`src/rtl/alfa_cod.sv`:
```
// Note-key encoder with debounce: priority-encodes the pressed key plus the sharp key into a
// 4-bit code, and accepts a new code only after it has held stable for DEBOUNCE edges.
module alfa_cod #(
  parameter int DEBOUNCE = 4
) (
  input  logic       clock,
  input  logic       reset,
  input  logic [6:0] teclas,
  input  logic       sustenido,
  output logic       Tom,
  output logic       notas1,
  output logic       notas2,
  output logic       notas3,
  output logic       valido
);

  typedef enum logic {OCIOSO, CONTANDO} state_t;

  localparam logic [3:0] CNT_LAST = 4'(DEBOUNCE - 1);

  state_t     state_reg, state_next;
  logic [3:0] s_reg, s_next;
  logic [3:0] cnt_reg, cnt_next;
  logic [3:0] o_reg, o_next;
  logic       valido_reg, valido_next;

  logic [2:0] n_raw;
  logic [3:0] r_code;

  // Scan from the top key down so the lowest-numbered pressed key wins.
  always_comb begin
    n_raw = 3'd0;
    for (int i = 6; i >= 0; i--) begin
      if (teclas[i]) n_raw = 3'(i + 1);
    end
  end

  // Silence is always code 0000, whatever the sharp key does.
  assign r_code = {(n_raw != 3'd0) & sustenido, n_raw};

  always_comb begin
    state_next  = state_reg;
    cnt_next    = cnt_reg;
    o_next      = o_reg;
    valido_next = 1'b0;
    s_next      = r_code;
    case (state_reg)
      OCIOSO: begin
        cnt_next = 4'd0;
        if (r_code != o_reg) state_next = CONTANDO;
      end
      CONTANDO: begin
        if (r_code == o_reg) begin
          state_next = OCIOSO;
          cnt_next   = 4'd0;
        end else if (r_code != s_reg) begin
          cnt_next = 4'd0;
        end else if (cnt_reg == CNT_LAST) begin
          o_next      = s_reg;
          state_next  = OCIOSO;
          cnt_next    = 4'd0;
          valido_next = (s_reg != 4'd0);
        end else begin
          cnt_next = cnt_reg + 4'd1;
        end
      end
      default: begin
        state_next = OCIOSO;
        cnt_next   = 4'd0;
      end
    endcase
  end

  always_ff @(posedge clock) begin
    if (reset) begin
      state_reg  <= OCIOSO;
      s_reg      <= 4'd0;
      cnt_reg    <= 4'd0;
      o_reg      <= 4'd0;
      valido_reg <= 1'b0;
    end else begin
      state_reg  <= state_next;
      s_reg      <= s_next;
      cnt_reg    <= cnt_next;
      o_reg      <= o_next;
      valido_reg <= valido_next;
    end
  end

  assign {Tom, notas3, notas2, notas1} = o_reg;
  assign valido = valido_reg;

endmodule

```
`config.mk`:
```
export PLATFORM = sky130hd
export DESIGN_NAME = alfa_cod
export DESIGN_NICKNAME = d
export VERILOG_FILES = /design/src/rtl/alfa_cod.sv
export SDC_FILE = /design/constraint.sdc
export NUM_CORES = 1
export LEC_CHECK = 0
export CAP_MARGIN = 25
export CORE_ASPECT_RATIO = 1.1
export CORE_MARGIN = 1.5
export CORE_UTILIZATION = 50
export DETAILED_ROUTE_END_ITERATION = 7
export GPL_TIMING_DRIVEN = 0
export PLACE_DENSITY = 0.76
export SYNTH_ARGS = -nofsm -noshare
export SYNTH_HDL_FRONTEND = slang
export SYNTH_SLANG_ARGS = --single-unit
```
`constraint.sdc`:
```
create_clock -name clock -period 3.45 [get_ports clock]
set_input_delay 0.345 -clock clock [delete_from_list [all_inputs] [get_ports clock]]
set_output_delay 0.345 -clock clock [all_outputs]
set_load 0.01 [all_outputs]
```
# Word level (Yosys, flattened, before mapping)
# Index checks and enable logic that the tools add are counted.
# word_totals
input_bits	10
wordCells	35
out_inout_bits	5
ff_bits	14
# op_classes
n_eq_ne	4
n_addsub	1
n_reduce_logical	4
bitwise	5
n_mux	16
# op_table
op	count
3-bit two-way mux	7
4-bit two-way mux	3
4-bit != test	2
4-bit case mux with 2 select lines	1
5-bit OR reduction	1
4-bit by 1-bit adder with 4-bit output (second input constant)	1
4-bit by 2-bit == test with 1-bit output (second input constant)	1
4-bit == test	1
1-bit two-way mux	4
1-bit NOT	4
4-bit AND reduction	1
4-bit nonzero test	1
3-bit nonzero test	1
1-bit case mux with 2 select lines	1
1-bit AND	1

# Longest topological paths before layout
# logic_depth
depth_word	13
depth_mapped	7
mapped_depth_nobuf	6

# Least setup slack after synthesis
# OpenSTA, ideal clock, no wires.
# synth_timing
path_type	input port to flip-flop
start	input port teclas[3]
end	register o_reg[0]
arrival_ns	2.115
path_slack_ns	1.201
setup_time_ns	0.134
path_buffers	0
required_time_ns	3.316
path_stages	6
path_cell_list	or4_4 or3_1 and3_4 or4b_4 o21ai_0 a21oi_1
# synth_between
elab_chain_len	9
word_cells_on_any_way	11
cone_classes	eq/ne (2); mux (4); bitwise (3); reduce/logical (2)
# synth_rtl
item	line	source
from (decl)	8	input logic [6:0] teclas,
3-bit two-way mux (*) (4 in series)	34	if (teclas[i]) n_raw = 3'(i + 1);
3-bit nonzero test	39	assign r_code = {(n_raw != 3'd0) & sustenido, n_raw};
1-bit AND	39	
4-bit != test or 4-bit == test (tied branches)	56, 53	
1-bit NOT (no source line)	-	
4-bit AND reduction (no source line) (*)	-	
to (signal assigned)	85	o_reg <= o_next;
to (decl)	24	logic [3:0] o_reg, o_next;
# Mark *: on every way between the ends. The rest lies on a longest branch, timed or not.
# A chain may end at the register's enable or synchronous reset.

# Worst setup path in the final report
# layout_timing
start	input port teclas[2]
end	register o_reg[0]
# layout_between
elab_chain_len	8
word_cells_on_any_way	10
cone_classes	eq/ne (2); mux (3); bitwise (3); reduce/logical (2)
# layout_rtl
item	line
3-bit two-way mux (*) (3 in series)	34
3-bit nonzero test	39
1-bit AND	39
4-bit != test or 4-bit == test (tied branches)	56, 53
1-bit NOT (no source line)	-
4-bit AND reduction (no source line) (*)	-
# Marked as above.

==> impl_metrics.toml <==
[run_status]
run_status = "finished clean"

[critical_path]
cp_max_fo = 8
crit_end = "o_reg[0]$_SDFFE_PP0P_"
r2r_slack_ns = 1.28
arrival_ns = 2.77
critical_path_required_ns = 3.61
end_kind = "register"
reg2reg_from = "s_reg[0]$_SDFF_PP0_"
cp-start-kind = "input port"
crit_type = "in2reg"
reg2reg_to = "o_reg[0]$_SDFFE_PP0P_"
r2r_cells = 5
cp-startpoint = "teclas[2]"

[route]
routed-via-count = 789
firstDrtPassIters = 4
vias_per_cell = 6.07
drcViolationCount = 0
drt_wl_total_mm = 1.85
antenna_left = 0
drt-initial-drc-count = 23
avgRoutedWirePerCell_um = 14.3

[power]
p_leak_nw = 0.317
peakVddDrop_mv = 0.216
combinationalPowerShare = 0.150
p_per_area_mw_per_mm2 = 343
power_frac_seq = 0.495
power.total_mw = 0.341
internal_power_mw = 0.254
switching_share = 0.255
power_frac_clock = 0.355
power.switching_mw = 0.0868

[yosys]
synth_commonest_cells = "dfxtp_1 (14), nor2_1 (13), o21ai_0 (8)"
syn_area_um2 = 798
yosys-top-cells-area = "dfxtp_1 (35%), nor2_1 (6.1%), o21ai_0 (5.0%)"
synth_flop_cell = "dfxtp_1"
synth_seq_area_share = 0.351
synth-edff-count = 0
synth_most_common_cell = "dfxtp_1"
synth_seq_cells = 14
syn-num-nets = 107
synth_top_cell_by_area = "dfxtp_1"
synthArstFlopShare = 0
netlist_instances = 96
synth.distinct_cells = 36
synth_top_area_frac = 0.351
avgSynthCellArea_um2 = 8.32
yosysWarnings = 0

[global_route]
gr-total-overflow = 0
grt_first_pass_wirelength_mm = 3.01
grt.total_usage = 0.242
grt_antenna_before_repair = 0
grt_max_degree = 11
grt_pass1_vias = 705

[place]
place_congestion = 0.824
io_buffers = 14
hpwl_mm = 1.42

[floorplan]
core_area_mm2 = 0.00144
rows = 14
fp.dieW_um = 41.1
ioPinCount = 15
initial_core_util = 0.556
die_h_um = 44.9
fp.dieArea_mm2 = 0.00185

[clock_tree]
cts_root_buf = "clkbuf_4"
cts_tree = "yes"
cts.sinks = 14
htreeDepth = 1
cts_buffers = 3
path_clk_slew_ns = 0.09
post_cts_buffers = 0
cts_buffer_depth = 2
ctsHoldBuffers = 0
cts_resized = 0
clkLatencyLatePin_ns = 0.28

[layout]
n_antenna_cell = 0
drive_above_1_share = 0.132
finalNetCount = 126
area_growth_pct = 24.6
n_fill_cell = 119
utilization = 0.693

[timing]
min_period_ns = 2.61
setup_tns_ns = 0
setup_violations = 0
finalCritPeriodShare = 0.755
rsz0062_at_grt = "no"
worst_pin_slew_ns = 0.585
finalHoldViolCount = 0
timing.slew.headroom = 0.610
fin_skew_ns = 0.000751
slew_viol_final = 0
fmax_mhz = 384

[worst_hold_path]
hold_path_class = "reg2reg"

[job]
max_cap_viol_count = 0
==> metal layers <==
| metal | GRT usage | up-vias | wire, µm |
|---|---|---|---|
| li1 | - | 396 | - |
| met2 | 0.394 | 21 | 880 |
| met3 | 0.0296 | 5 | 93 |
| met1 | 0.307 | 367 | 838 |
| met5 | 0 | - | 0 |
| met4 | 0.116 | 0 | 40 |
==> critical path, stage by stage <==
cell and delay, ns:
clkdlybuf4s50_1 0.53, or3_1 0.49, or3_1 0.38, and3_4 0.17, or4b_4 0.58, o21ai_0 0.19
a21oi_1 0.09
==> cell families (layout without fill, tap and decap cells) <==
group                      Yosys count  after routing  synth area share
DFF                                 14             14             0.351
and+or+nand+nor                     52             52             0.398
AOI/OAI and AO/OA                   20             20             0.174
xor gates and xnor gates             3              3            0.0329
buffers and inverters                6             24            0.0282
adders and majority gates            1              1            0.0157
==> final cells by class <==
class,instances,area (µm²),share of cell area
Multi-Input combinational cell,76,495,0.498
Sequential cell,14,280,0.282
Timing Repair Buffer,14,140,0.141
Clock buffer,4,36.3,0.0365
Tap cell,16,20.0,0.0201
Inverter,4,15.0,0.0151
Buffer,2,7.51,0.00755
==> layout by cell type (no fill, tap or decap), drive strengths merged <==
| cell | Yosys | final |
|---|---|---|
| a21oi | 4 | 4 |
| a221o | 1 | 1 |
| a221oi | 2 | 2 |
| a2bb2oi | 1 | 1 |
| and3 | 1 | 1 |
| clkbuf | 2 | 6 |
| clkdlybuf4s50 | 0 | 14 |
| dfxtp | 14 | 14 |
| ha | 1 | 1 |
| inv | 4 | 4 |
| nand2 | 2 | 2 |
| nand2b | 4 | 4 |
| nand3 | 5 | 5 |
| nand3b | 1 | 1 |
| nand4 | 1 | 1 |
| nand4b | 1 | 1 |
| nor2 | 13 | 13 |
| nor2b | 1 | 1 |
| nor3 | 7 | 7 |
| nor4 | 4 | 4 |
| nor4b | 2 | 2 |
| o21a | 1 | 1 |
| o21ai | 8 | 8 |
| o221a | 1 | 1 |
| o221ai | 1 | 1 |
| o32ai | 1 | 1 |
| or2 | 2 | 2 |
| or3 | 3 | 3 |
| or3b | 2 | 2 |
| or4 | 2 | 2 |
| or4b | 1 | 1 |
| xnor2 | 2 | 2 |
| xor2 | 1 | 1 |
==> power by group through the flow <==
stage	Clock (mW)	Sequential [mW]	Combinational, mW
global placement	0	0.172	0.0493
finish	0.121	0.169	0.0512
detailed placement	0	0.172	0.0506
CTS	0.122	0.169	0.0510
floorplan	0	0.171	0.0302
global route	0.125	0.169	0.0563
==> stage by stage <==
step	instance area (µm²)	setup slack, ns	instances	hold WS, ns
final	995	0.844	130	0.462
after global routing	995	0.719	130	0.492
after CTS	995	0.846	130	0.471
after detailed placement	958	0.558	126	0.458
after global placement	958	0.619	126	0.428
after floorplan	798	1.20	96	0.418
==> how the worst min path moves through the flow <==
| stage | from | end | cells past startpoint |
|---|---|---|---|
| 4_1_cts | cnt_reg[0]$_SDFF_PP0_ | cnt_reg[0]$_SDFF_PP0_ | 1 |
| 2_1_floorplan | cnt_reg[0]$_SDFF_PP0_ | cnt_reg[0]$_SDFF_PP0_ | 1 |
| 3_3_place_gp | cnt_reg[0]$_SDFF_PP0_ | cnt_reg[0]$_SDFF_PP0_ | 1 |
| 6_report | cnt_reg[0]$_SDFF_PP0_ | cnt_reg[0]$_SDFF_PP0_ | 1 |
| 5_1_grt | cnt_reg[0]$_SDFF_PP0_ | cnt_reg[0]$_SDFF_PP0_ | 1 |
| 3_5_place_dp | cnt_reg[0]$_SDFF_PP0_ | cnt_reg[0]$_SDFF_PP0_ | 1 |
Power figures use the tool's default switching activity.
